$ cat src/rtl/lut_selftest_sequencer.sv
// rtl/lut_selftest_sequencer.sv - exhaustive truth-table self-test sequencer for one N-input LUT
module lut_selftest_sequencer #(
  parameter int                       N_INPUTS      = 1,
  parameter logic [2**N_INPUTS-1:0]   INIT          = 2'b01,
  parameter int                       SETTLE_CYCLES = 4
) (
  input  logic                clk,
  input  logic                rst_n,
  input  logic                start,
  input  logic                abort,
  output logic [N_INPUTS-1:0] lut_in,
  input  logic                lut_out,
  output logic                busy,
  output logic                done,
  output logic                pass,
  output logic [N_INPUTS:0]   err_count,
  output logic [N_INPUTS-1:0] first_fail,
  output logic                first_fail_valid
);

  localparam int              PATTERNS    = 2**N_INPUTS;
  localparam logic [N_INPUTS:0] ERR_MAX   = PATTERNS[N_INPUTS:0];
  localparam int              SETTLE_INIT = SETTLE_CYCLES - 1;
  localparam logic [7:0]      SETTLE_LOAD = SETTLE_INIT[7:0];

  typedef enum logic [1:0] {
    IDLE   = 2'd0,
    SETTLE = 2'd1,
    CHECK  = 2'd2,
    DONE   = 2'd3
  } state_t;

  state_t                state_q, state_d;
  logic [7:0]            cnt_q, cnt_d;
  logic [N_INPUTS-1:0]   lut_in_d;
  logic                  busy_d, done_d, pass_d, ffv_d;
  logic [N_INPUTS:0]     err_d;
  logic [N_INPUTS-1:0]   ff_d;

  always_ff @(posedge clk or negedge rst_n) begin
    if (!rst_n) begin
      state_q          <= IDLE;
      cnt_q            <= '0;
      lut_in           <= '0;
      busy             <= 1'b0;
      done             <= 1'b0;
      pass             <= 1'b0;
      err_count        <= '0;
      first_fail       <= '0;
      first_fail_valid <= 1'b0;
    end else begin
      state_q          <= state_d;
      cnt_q            <= cnt_d;
      lut_in           <= lut_in_d;
      busy             <= busy_d;
      done             <= done_d;
      pass             <= pass_d;
      err_count        <= err_d;
      first_fail       <= ff_d;
      first_fail_valid <= ffv_d;
    end
  end

  always_comb begin
    state_d  = state_q;
    cnt_d    = cnt_q;
    lut_in_d = lut_in;
    busy_d   = busy;
    done_d   = done;
    pass_d   = pass;
    err_d    = err_count;
    ff_d     = first_fail;
    ffv_d    = first_fail_valid;

    case (state_q)
      IDLE: begin
        if (start) begin
          done_d   = 1'b0;
          pass_d   = 1'b0;
          err_d    = '0;
          ff_d     = '0;
          ffv_d    = 1'b0;
          lut_in_d = '0;
          cnt_d    = SETTLE_LOAD;
          busy_d   = 1'b1;
          state_d  = SETTLE;
        end
      end
      SETTLE: begin
        if (cnt_q == 8'd0) state_d = CHECK;
        else               cnt_d   = cnt_q - 8'd1;
      end
      CHECK: begin
        // lut_out is only looked at here, so an undriven output elsewhere never reaches status
        if (lut_out != INIT[lut_in]) begin
          if (err_count != ERR_MAX) err_d = err_count + 1'b1;
          if (!first_fail_valid) begin
            ff_d  = lut_in;
            ffv_d = 1'b1;
          end
        end
        if (&lut_in) begin
          state_d = DONE;
        end else begin
          lut_in_d = lut_in + 1'b1;
          cnt_d    = SETTLE_LOAD;
          state_d  = SETTLE;
        end
      end
      DONE: begin
        done_d   = 1'b1;
        pass_d   = (err_count == '0);
        busy_d   = 1'b0;
        lut_in_d = '0;
        state_d  = IDLE;
      end
      default: state_d = IDLE;
    endcase

    // partial error status survives an abort for debug
    if (abort && state_q != IDLE) begin
      state_d  = IDLE;
      busy_d   = 1'b0;
      done_d   = 1'b0;
      pass_d   = 1'b0;
      lut_in_d = '0;
    end
  end

endmodule
$ cat config.mk
export PLATFORM = sky130hd
export DESIGN_NAME = lut_selftest_sequencer
export DESIGN_NICKNAME = d
export VERILOG_FILES = /design/src/rtl/lut_selftest_sequencer.sv
export SDC_FILE = /design/constraint.sdc
export NUM_CORES = 1
export LEC_CHECK = 0
export CAP_MARGIN = 20
export CORE_ASPECT_RATIO = 2
export CORE_UTILIZATION = 35
export CTS_BUF_LIST = sky130_fd_sc_hd__clkbuf_16
export DETAILED_ROUTE_END_ITERATION = 8
export GPL_TIMING_DRIVEN = 0
export SLEW_MARGIN = 20
export SYNTH_ARGS = -nofsm -noshare
export SYNTH_HDL_FRONTEND = slang
export SYNTH_SLANG_ARGS = --single-unit
export TNS_END_PERCENT = 30
$ cat constraint.sdc
create_clock -name clk -period 6.3 [get_ports clk]
set_input_delay 0.63 -clock clk [delete_from_list [all_inputs] [get_ports clk]]
set_output_delay 0.63 -clock clk [all_outputs]
set_load 0.005 [all_outputs]
==> metrics.md <==
| Metric | Value |
|---|---|
| Skew-Pair Late Insertion Delay | 0.25 ns |
| Pre-antenna DRT Iters | 5 |
| Antenna-violating nets left | 0 |
| PD cells | 443 nW/um^2 |
| Startpoint Class | input port |
| Gr usage total | 16.2% |
| FFs w/ async S/R, synth | 100% |
| Biggest regs | cnt_q: 8 flops, err_count: 2 flops, state_q: 2 flops |
| GRT Residual Overflow | 0 |
| Max clock buf depth | 2 |
| Worst Skew | 0.000786 ns |
| Yosys cell types | 32 |
| Ant. Diodes | 0 |
| Die span in y | 84.5 um |
| Die width | 43.3 um |
| Worst setup EP type | register |
| Worst vdd ir | 0.230 mV |
| Wire per inst | 14.4 um |
| Predominant post-synthesis flop cell | dfrtp_1 |
| Tmin final | 2.45 ns |
| Sequential area share after synthesis | 37.8% |
| Hold path start | first_fail$_DFFE_PN0P_ |
| CTS sink count | 18 |
| FP Rows | 29 |
| CP required | 6.47 ns |
| Fin crit share | 38.9% |
| # resized after CTS | 0 |
| Cells after Synth | 131 |
| Num CTS Buffers | 3 |
| CTS tree | done |
| Net load switching power | 0.000252 W |
| Register share of total power | 29.9% |
| Commonest cells in the synthesized netlist | dfrtp_1, nand2_1, o21ai_0, inv_1, ha_1 |
| Outcome | complete, no violations |
| DRC violations left | 0 |
| Final Max Tran Viols | 0 |
| Final Core Density | 44.6% |
| First-pass GRT wire length | 4640 um |
| Flop-to-flop setup slack | 3.89 ns |
| Largest area contributor in the synthesized netlist | dfrtp_1 |
| Dpl ws | 3.60 ns |
| Worst flop-to-flop path endpoint | cnt_q[4]$_DFFE_PN0P_ |
| Synthesized net count | 145 |
| Peak Freq | 0.408 GHz |
| R2r startpoint | state_q[0]$_DFFE_PN0P_ |
| Synth top area share | 37.8% |
| Largest net degree at the start of global routing | 19 |
| TNS Setup | 0 ns |
| Hold crit path type | reg2reg |
| Via density | 5.60 |
| Synth Area per Inst | 9.09 um^2 |
| Logic pwr share | 50.5% |
| Detail Placement HPWL | 2010 um |
| Leak pwr | 0.627 nW |
| Global placement routability congestion | 0.769 |
| Slew HR | 44.6% |
| Data arrival, critical path | 2.62 ns |
| Design Area, Final | 1430 um^2 |
| Final setup fails | 0 |
| Via count | 992 |
| Post-CTS Hold Fix Bufs | 0 |
| Most frequent cell after synthesis | dfrtp_1 |
| Share of cells above drive strength 1 | 6.85% |
| Ys Warns | 0 |
| Htree depth | 1 |
| #FFs+latches synth | 18 |
| # Post-CTS Setup Buffers | 0 |
| Max reg flops | 8 |
| RSZ-0062 raised after global routing | false |
| Max FO, Critical Path | 10 |
| Drt first-iter violations | 28 |
| Initial Util | 37.3% |
| Cell Area, Synth | 1190 um^2 |
| Post-Route WL | 2540 um |
| Placeable core region | 3190 um^2 |
| MaxCap Viol Count | 0 |
| Fin worst setup slack | 3.85 ns |
| Int Power | 0.000378 W |
| Least-Margin Pin Slew | 0.828 ns |
| CTS clk-pin slew, worst paths | 0.05 ns |
| Post-DP Area | 1350 um^2 |
| Largest cells by area after synthesis | dfrtp_1, ha_1, mux2i_1, o21ai_0, nand2_1 |
| Final Hold Viols | 0 |
| Hold Path Depth | 2 |
| CP Class | in2reg |
| Vias in the first global route | 1049 |
| Area growth syn-to-layout | 19.6% |
| Initial antenna violation count | 0 |
| Top reg by flops | cnt_q |
| Hold-critical path endpoint | first_fail$_DFFE_PN0P_ |
| Switching share of power | 40.0% |
| Post-synth EDFFs | 0 |
| Nets@finish | 162 |
| Die area | 3650 um^2 |
| R2R depth | 8 |
| Filler cells | 326 |
| Buffers added on ports | 12 |
| Io pins | 13 |
| Clock power share | 19.6% |
| Clock root cell | clkbuf_16 |
[cells in the final DEF (no fill, tap or decap), drive strengths merged, types with 3 or more instances in the layout]
| master | n |
|---|---|
| a21oi | 8 |
| nand3 | 3 |
| nor4b | 3 |
| o31ai | 4 |
| nor2 | 7 |
| nor3 | 3 |
| mux2i | 8 |
| inv | 11 |
| dfrtp | 18 |
| nand2b | 5 |
| or3 | 3 |
| o21ai | 13 |
| ha | 9 |
| nand2 | 15 |
| clkbuf | 6 |
| clkdlybuf4s50 | 12 |
[critical path, stage by stage]
cell,delay (ns)
clkdlybuf4s50_1,0.62
nand2b_1,0.32
nand2_1,0.14
clkbuf_1,0.24
nor4b_1,0.42
mux2i_1,0.24
[final cells by class]
type / count / area, um^2 / share of cell area, %
Multi-Input combinational cell: 98 / 677 / 47.5
Sequential cell: 18 / 450 / 31.6
Timing Repair Buffer: 12 / 120 / 8.43
Clock buffer: 3 / 75.1 / 5.27
Inverter: 11 / 41.3 / 2.90
Tap cell: 31 / 38.8 / 2.72
Buffer: 4 / 22.5 / 1.58
[per-stage QoR]
step	hold slack [ns]	std cells	total power, W
floorplan	0.334	131	0.000413
global placement	0.489	174	0.000500
detailed placement	0.498	174	0.000509
CTS	0.514	177	0.000638
global route	0.542	177	0.000687
finish	0.509	177	0.000631
[worst max path at each step]
stage	start	to	depth (start not counted)
final	start	cnt_q[4]$_DFFE_PN0P_	6
after global routing	state_q[0]$_DFFE_PN0P_	cnt_q[4]$_DFFE_PN0P_	8
after CTS	start	cnt_q[4]$_DFFE_PN0P_	6
after detailed placement	start	cnt_q[4]$_DFFE_PN0P_	6
after global placement	start	cnt_q[6]$_DFFE_PN0P_	6
after floorplan	state_q[0]$_DFFE_PN0P_	cnt_q[5]$_DFFE_PN0P_	7
[layer usage]
| layer | GRT usage, % | part of all wire, % | vias to the layer above |
|---|---|---|---|
| li1 | - | - | 496 |
| met1 | 18.6 | 40 | 468 |
| met2 | 28.1 | 54 | 21 |
| met3 | 2.80 | 3.4 | 7 |
| met4 | 7.44 | 2.2 | 0 |
| met5 | 0 | 0 | - |
[power groups by stage]
stage                     registers (W)  logic, W  clock network (W)
after CTS                      0.000189  0.000321           0.000127
after global placement         0.000189  0.000311                  0
after global routing           0.000195  0.000361           0.000131
after detailed placement       0.000190  0.000319                  0
final                          0.000188  0.000319           0.000124
after floorplan                0.000183  0.000230                  0
[cell families after synthesis]
group / share of synthesized area [%]
AOI/OAI and AO/OA: 17.0
adders and majority gates: 9.45
xor gates and xnor gates: 0.735
and+or+nand+nor: 22.9
buffers and inverters: 5.36
muxes: 6.72
DFF: 37.8
No activity file was read; power rests on OpenSTA's default activity.
